`config.mk`:
```
export PLATFORM = sky130hd
export DESIGN_NAME = branch_sequencer
export DESIGN_NICKNAME = d
export VERILOG_FILES = /design/src/rtl/branch_defs_pkg.sv /design/src/rtl/branch_cond_eval.sv /design/src/rtl/branch_sequencer.sv
export SDC_FILE = /design/constraint.sdc
export NUM_CORES = 1
export LEC_CHECK = 0
export CELL_PAD_IN_SITES_DETAIL_PLACEMENT = 0
export CELL_PAD_IN_SITES_GLOBAL_PLACEMENT = 1
export CORE_MARGIN = 2
export CORE_UTILIZATION = 33
export CTS_CLUSTER_SIZE = 8
export DETAILED_ROUTE_END_ITERATION = 12
export PLACE_DENSITY = 0.82
export SLEW_MARGIN = 20
export SYNTH_ARGS = -nofsm -noshare
export SYNTH_HDL_FRONTEND = slang
export SYNTH_SLANG_ARGS = --single-unit
```
`constraint.sdc`:
```
create_clock -name clk -period 2.9 [get_ports clk]
set_input_delay 0.58 -clock clk [delete_from_list [all_inputs] [get_ports clk]]
set_output_delay 0.58 -clock clk [all_outputs]
set_load 0.03 [all_outputs]
```
`src/rtl/branch_defs_pkg.sv`:
```
// Shared definitions for the branch sequencer: condition codes, FSM state
// encoding and PC arithmetic constants.
package branch_defs;

  localparam logic [1:0] COND_EQ = 2'b00;
  localparam logic [1:0] COND_NE = 2'b01;
  localparam logic [1:0] COND_LT = 2'b10;
  localparam logic [1:0] COND_LE = 2'b11;

  localparam int unsigned PC_INCR     = 4;
  localparam int unsigned FLUSH_CNT_W = 4;

  typedef enum logic [1:0] {
    S_IDLE      = 2'b00,
    S_WAIT_OPND = 2'b01,
    S_RESOLVE   = 2'b10,
    S_FLUSH     = 2'b11
  } state_e;

endpackage

```
`src/rtl/branch_cond_eval.sv`:
```
// Combinational branch condition evaluator; all compares are unsigned.
module branch_cond_eval
  import branch_defs::*;
#(
  parameter int WIDTH = 32
) (
  input  logic [1:0]       cond_i,
  input  logic [WIDTH-1:0] rd1_i,
  input  logic [WIDTH-1:0] rd2_i,
  output logic             taken_o
);

  always_comb begin
    // NOTE: default first so every path assigns taken_o and no latch is inferred.
    taken_o = 1'b0;
    case (cond_i)
      COND_EQ: taken_o = (rd1_i == rd2_i);
      COND_NE: taken_o = (rd1_i != rd2_i);
      COND_LT: taken_o = (rd1_i <  rd2_i);
      COND_LE: taken_o = (rd1_i <= rd2_i);
      default: taken_o = 1'b0;
    endcase
  end

endmodule

```
`src/rtl/branch_sequencer.sv`:
```
// Holds one decoded branch until its operands arrive, resolves it, and issues
// a redirect pulse plus a fixed-length flush when taken. Outputs are registered.
module branch_sequencer
  import branch_defs::*;
#(
  parameter int WIDTH        = 32,
  parameter int PC_WIDTH     = 32,
  parameter int FLUSH_CYCLES = 2
) (
  input  logic                clk,
  input  logic                reset,
  input  logic                br_valid,
  output logic                br_ready,
  input  logic [1:0]          br_cond,
  input  logic [PC_WIDTH-1:0] br_pc,
  input  logic [15:0]         br_offset,
  input  logic                opnd_valid,
  input  logic [WIDTH-1:0]    rd1,
  input  logic [WIDTH-1:0]    rd2,
  output logic                stall_fetch,
  output logic                redirect_valid,
  output logic [PC_WIDTH-1:0] redirect_pc,
  output logic                flush,
  output logic [15:0]         branch_count,
  output logic [15:0]         taken_count
);

  localparam logic [FLUSH_CNT_W-1:0] FLUSH_LOAD = FLUSH_CNT_W'(FLUSH_CYCLES);

  state_e                 state_q;
  logic [1:0]             cond_q;
  logic [PC_WIDTH-1:0]    pc_q;
  logic [15:0]            off_q;
  logic                   taken_q;
  logic [PC_WIDTH-1:0]    target_q;
  logic [FLUSH_CNT_W-1:0] flush_cnt_q;
  logic [15:0]            branch_cnt_q, branch_cnt_d;
  logic [15:0]            taken_cnt_q, taken_cnt_d;
  logic                   br_ready_q, stall_q, redirect_valid_q, flush_q;

  logic                   taken_d;
  logic [PC_WIDTH-1:0]    off_ext;
  logic [PC_WIDTH-1:0]    target_d;

  branch_cond_eval #(.WIDTH(WIDTH)) u_cond_eval (
    .cond_i  (cond_q),
    .rd1_i   (rd1),
    .rd2_i   (rd2),
    .taken_o (taken_d)
  );

  // Word offset: sign-extend, scale by 4; the sum wraps modulo 2^PC_WIDTH.
  assign off_ext  = {{(PC_WIDTH-16){off_q[15]}}, off_q} << 2;
  assign target_d = pc_q + PC_WIDTH'(PC_INCR) + off_ext;

  always_comb begin
    branch_cnt_d = (branch_cnt_q == 16'hFFFF) ? branch_cnt_q : branch_cnt_q + 16'd1;
    taken_cnt_d  = (taken_q && taken_cnt_q != 16'hFFFF) ? taken_cnt_q + 16'd1 : taken_cnt_q;
  end

  // Output registers are loaded with the values of the state being entered.
  always_ff @(posedge clk) begin
    if (reset) begin
      state_q          <= S_IDLE;
      cond_q           <= COND_EQ;
      pc_q             <= '0;
      off_q            <= '0;
      taken_q          <= 1'b0;
      target_q         <= '0;
      flush_cnt_q      <= '0;
      branch_cnt_q     <= '0;
      taken_cnt_q      <= '0;
      br_ready_q       <= 1'b1;
      stall_q          <= 1'b0;
      redirect_valid_q <= 1'b0;
      flush_q          <= 1'b0;
    end else begin
      // NOTE: non-blocking assignments so every register samples pre-edge values.
      redirect_valid_q <= 1'b0;
      case (state_q)
        S_IDLE: begin
          if (br_valid) begin
            cond_q     <= br_cond;
            pc_q       <= br_pc;
            off_q      <= br_offset;
            state_q    <= S_WAIT_OPND;
            br_ready_q <= 1'b0;
            stall_q    <= 1'b1;
          end
        end
        S_WAIT_OPND: begin
          if (opnd_valid) begin
            taken_q          <= taken_d;
            target_q         <= target_d;
            redirect_valid_q <= taken_d;
            state_q          <= S_RESOLVE;
          end
        end
        S_RESOLVE: begin
          branch_cnt_q <= branch_cnt_d;
          taken_cnt_q  <= taken_cnt_d;
          stall_q      <= 1'b0;
          if (taken_q) begin
            state_q     <= S_FLUSH;
            flush_cnt_q <= FLUSH_LOAD;
            flush_q     <= 1'b1;
          end else begin
            state_q    <= S_IDLE;
            br_ready_q <= 1'b1;
          end
        end
        S_FLUSH: begin
          flush_cnt_q <= flush_cnt_q - 1'b1;
          if (flush_cnt_q == FLUSH_CNT_W'(1)) begin
            state_q    <= S_IDLE;
            flush_q    <= 1'b0;
            br_ready_q <= 1'b1;
          end
        end
        default: state_q <= S_IDLE;
      endcase
    end
  end

  assign br_ready       = br_ready_q;
  assign stall_fetch    = stall_q;
  assign redirect_valid = redirect_valid_q;
  assign redirect_pc    = target_q;
  assign flush          = flush_q;
  assign branch_count   = branch_cnt_q;
  assign taken_count    = taken_cnt_q;

endmodule

```
Word-level counts from Yosys, hierarchy flattened
Cells that the tools add are included.

storage, ports and cells
  logic and storage cells = 72
  input port bits = 118
  register bits after elaboration = 125
  output and inout bits = 68

operators by class
  bitwise gates (word level) = 3
  $add $sub $neg = 5
  reduce and logical (&&, ||, !) cells = 16
  mux-type cells = 17
  equal/unequal tests = 16
  $lt $le $gt $ge = 2

operators by type and width
  kind                   number
  $add 16x1->16 const B  2
  $add 32x3->32 const B  1
  $add 32x32->32         1
  $eq 32x32->1           1
  $le 32x32->1           1
  $lt 32x32->1           1
  $ne 32x32->1           1
  $eq 16x16->1 const B   1
  $ne 16x16->1 const B   1
  $reduce_and 2->1       6
  $ne 2x2->1 const B     5
  $eq 2x2->1 const B     4
  $mux 2                 4
  $pmux 2 s4             1
  $pmux 4 s2             1
  $mux 1                 6
  $reduce_and 3->1       2
  $eq 2x1->1 const B     2
  $eq 4x1->1 const B     1
  $logic_not 2->1        2
  $mux 4                 1
  $pmux 1 s2             2
  $pmux 1 s4             1
  $reduce_and 4->1       1
  other kinds (7)        10

Longest topological paths before layout
  depth after elaboration = 3
  gate-level depth with buffers = 13
  depth with buffers taken out = 13

Cells and area by module
Synthesis repeated with hierarchy kept, for this count alone.

unflattened totals
  cell total of the unflattened synthesis = 950
  area, all modules = 7579.8 µm²

modules (own cells, without submodules)
  module            sequential area each (µm²)  area an instance (µm²)  cells an instance  instances
  branch_sequencer  2502.4                      6740.2                  833                1
  branch_cond_eval  0.0                         839.6                   117                1

Worst setup path after synthesis
OpenSTA, ideal clock, no wires.

  path type = flip-flop to flip-flop
  start point = register off_q[15]
  end point = register target_q[30], in the netlist redirect_pc[30]
  cell stages (with the launch flop) = 10
  slack = 0.135 ns
  path buffers = 1
  arrival time = 2.648 ns
  data required time = 2.783 ns
  path through = dfxtp_1 ha_1 ha_1 buf_6 a21oi_4 o21ai_2 nor2b_1 a211o_1 or4_1 a32o_1

on the way
  longest elaborated chain between the ends = 1

ends and longest elaborated chain
  item                    line                    RTL
  start, declared         branch_sequencer.sv:33  logic [15:0] off_q;
  start signal, assigned  branch_sequencer.sv:85  off_q <= br_offset;
  $add 32x32->32          branch_sequencer.sv:54  assign target_d = pc_q + PC_WIDTH'(PC_INCR) + off_ext;
  end signal, assigned    branch_sequencer.sv:94  target_q <= target_d;
  end, declared           branch_sequencer.sv:35  logic [PC_WIDTH-1:0] target_q;

No other way between the ends.
A chain may end at the register's enable or synchronous reset.

Worst setup path after layout
  start point = register pc_q[2]
  end point = register target_q[29], in the netlist redirect_pc[29]

on the way
  longest elaborated chain between the ends = 2

ends and longest elaborated chain
  item                    line                    RTL
  start, declared         branch_sequencer.sv:32  logic [PC_WIDTH-1:0] pc_q;
  start signal, assigned  branch_sequencer.sv:84  pc_q <= br_pc;
  $add 32x3->32           branch_sequencer.sv:54
  $add 32x32->32          branch_sequencer.sv:54

No other way between the ends.

==> summary.txt <==
top_reg_cell synth - dfxtp_1
vias in the first global route - 6913
Worst Setup EP - redirect_pc[29]
leading area contributor after synthesis - dfxtp_1
n_diodes - 0
largest net degree at the start of global routing - 57
Routed wire per std cell - 14.65 um
Max VDD drop - 314.3 uV
antenna viol nets, final - 0
first-pass GRT wire length - 34200 um
Worst Setup End Kind - register
NumNets Final - 1345
core area - 22570 sq um
vias - 7069
Placement Cell Area - 9794 sq um
Setup CP Type - register to register
Worst Path Buf+Inv - 3
power density over the cells - 459.6 nW/um^2
grt ovf - 0
Port Buf Inserts - 185
Worst Max-Slew Pin Slew - 1.044 ns
critical-path cell list - inv_1, ha_1, inv_1, ha_2, inv_1, fa_2, nor2b_4, o211ai_2, a31oi_4, a311o_2, a41oi_2, or4_1, o211ai_2
leading cell types by count after synthesis - 184 x nand2_1, 125 x dfxtp_1, 118 x a21oi_1, 93 x ha_1, 69 x nor2_1
H-tree depth reported by CTS - 4
Final Max Tran Viols - 0
total CTS buffers - 17
I/O Pins - 186
syn_nets - 1160
Routed WL - 20970 um
die width - 155.4 um
asr flop ratio synth - 0%
post-synthesis sequential area ratio - 33.09%
Slew headroom - 30.12%
reg-to-reg endpoint - redirect_pc[29]
Clock transition at path regs - 0.06 ns
WP data required - 3.25 ns
highest-delay cell along the critical path - or4_1
min Tclk post-route - 2.717 ns
Setup-failing EPs final - 0
GP Congestion - 0.8858
clock sinks - 125
CTS root buf - clkbuf_16
crit path launch type - register
EDFF count, synth - 0
all-layer global routing usage - 17.60%
Clock Latency Late Sink - 0.42 ns
die area - 24140 sq um
Place WS - 0.1267 ns
R2R Path Start - pc_q[2]
syn avg cell area - 7.977 sq um
DRC errors left - 0
Cell Area, Synth - 7562 sq um
Yosys cell types - 73
most numerous cell in the Yosys netlist - nand2_1
synthesis-stage register bit count - 125
setup ws final - 0.1828 ns
CTS Buffer Depth - 2
Slowest Stage Delay on Critical Path - 0.44 ns
initial cell density of the core - 33.50%
hold wc startpoint - redirect_pc[9]
CP Max Fanout - 5
antenna violations before repair - 0
Starting DRT DRC Count - 226
R2R depth - 13
Critical Path Stages - 13
CP startpoint - pc_q[2]
Hold Fails Final Rpt - 0
fmax - 368.0 MHz
Design Area, Final - 10360 sq um
CTS tree - yes
Syn Inst Count - 948
status - finished clean
flop-to-flop setup slack - 0.18 ns
setup tns final - 0 ns
RSZ-0062 raised after global routing - false
Rows - 55
chip height - 155.4 um
top post-synthesis cells by area - dfxtp_1 33%, ha_1 15%, nand2_1 9.1%
yosys warns - 0
Area Overhead vs Synth - 37.06%
detailed-router iteration count before antenna repair - 4
Vias/cell - 4.940
period utilisation layout - 93.69%
CP most frequent cell - inv_1
Hold Path Class - register to register
area fraction of the dominant cell type after synthesis - 33.09%
WP data arrival - 3.06 ns
Largest delay share family, worst path - compound AO/OA/AOI/OAI gates
WHS - 0.4497 ns
layout cells sized above 1 - 8.115%
Detail Placement HPWL - 16010 um
Max Cap Viol - 0
Pleak - 4.322 nW
setup skew after layout - 0.008370 ns
-- how the worst min path moves through the flow --
stage                endpoint  slack, ns  cells after the start
3_5_place_dp   redirect_pc[9]       0.45                      2
6_report       redirect_pc[9]       0.45                      2
3_3_place_gp   redirect_pc[9]       0.44                      2
4_1_cts        redirect_pc[9]       0.46                      2
5_1_grt              off_q[6]       0.48                      2
2_1_floorplan  redirect_pc[0]       0.43                      2
-- worst min-delay path, stage by stage, from the launching register on --
cell and delay (ns):
dfxtp_1 0.31, nand2_1 0.05, a21oi_1 0.05
-- what timing repair did --
action,CTS,global route
buffers inserted,0,0
endpoints found under the setup margin,0,4
gates resized for setup,0,4
hold buffers,0,0
-- flip-flops by register name, indices dropped and copies added, names as in the netlist --
name / flops
pc_q: 32
cond_q: 2
branch_count: 16
br_ready: 1
stall_fetch: 1
flush_cnt_q: 4
flush: 1
taken_count: 16
taken_q: 1
redirect_pc: 32
off_q: 16
redirect_valid: 1
state_q: 2
-- metrics by stage --
step	util [%]	cells	power, mW
final	45.92	1431	4.764
after global routing	45.92	1431	4.992
after CTS	45.89	1431	4.815
after detailed placement	43.39	1399	2.758
after global placement	43.39	1399	2.753
after floorplan	-	948	2.379
-- cells by family after synthesis --
kind of cell	Yosys count	share of synthesized area, %
fa+ha+maj	94	15.65
flops	125	33.09
buf+inv	95	5.079
simple gates	352	20.85
compound gates	231	19.31
mux	6	0.8107
xor+xnor	45	5.212
-- layout make-up --
type / instances / area, sq um
fillers: 2287 / 12210
multi-input cells: 728 / 4687
flip-flops and latches: 125 / 2504
repair buffers: 210 / 2062
clock buffers: 17 / 425.4
well taps: 285 / 356.6
inverters: 51 / 191.4
clock inverters: 15 / 138.9
-- layer usage --
metal	routed length [um]	GRT usage [%]	share of wire, %	vias up
met5	0	0	0	-
met2	10260	30.70	49	133
met1	9640	22.02	46	3255
met4	440	5.723	2.1	0
met3	628	3.064	3.0	30
li1	-	-	-	3651
-- cell usage in the layout (no fill, tap or decap), types with 6 or more instances in the layout --
cell type and n:
xnor2_1 16, dfxtp_1 124, buf_4 24, clkdlybuf4s50_1 184, nand2_1 184, a21o_1 14, nor2_1 69, ha_1 92
and3_1 9, clkbuf_16 17, nor2b_1 6, nor3_1 13, a21oi_1 118, xor2_1 29, inv_1 51, nand3_1 18
o21ai_0 37, or3_1 9, nand4_1 15
-- power by group --
| group | internal [mW] | switching, mW | leakage [nW] |
|---|---|---|---|
| combinational | 0.424 | 0.459 | 3.03 |
| sequential | 1.79 | 0.0513 | 1.02 |
| clock | 1.19 | 0.851 | 0.274 |
No activity file was read; power rests on OpenSTA's default activity.
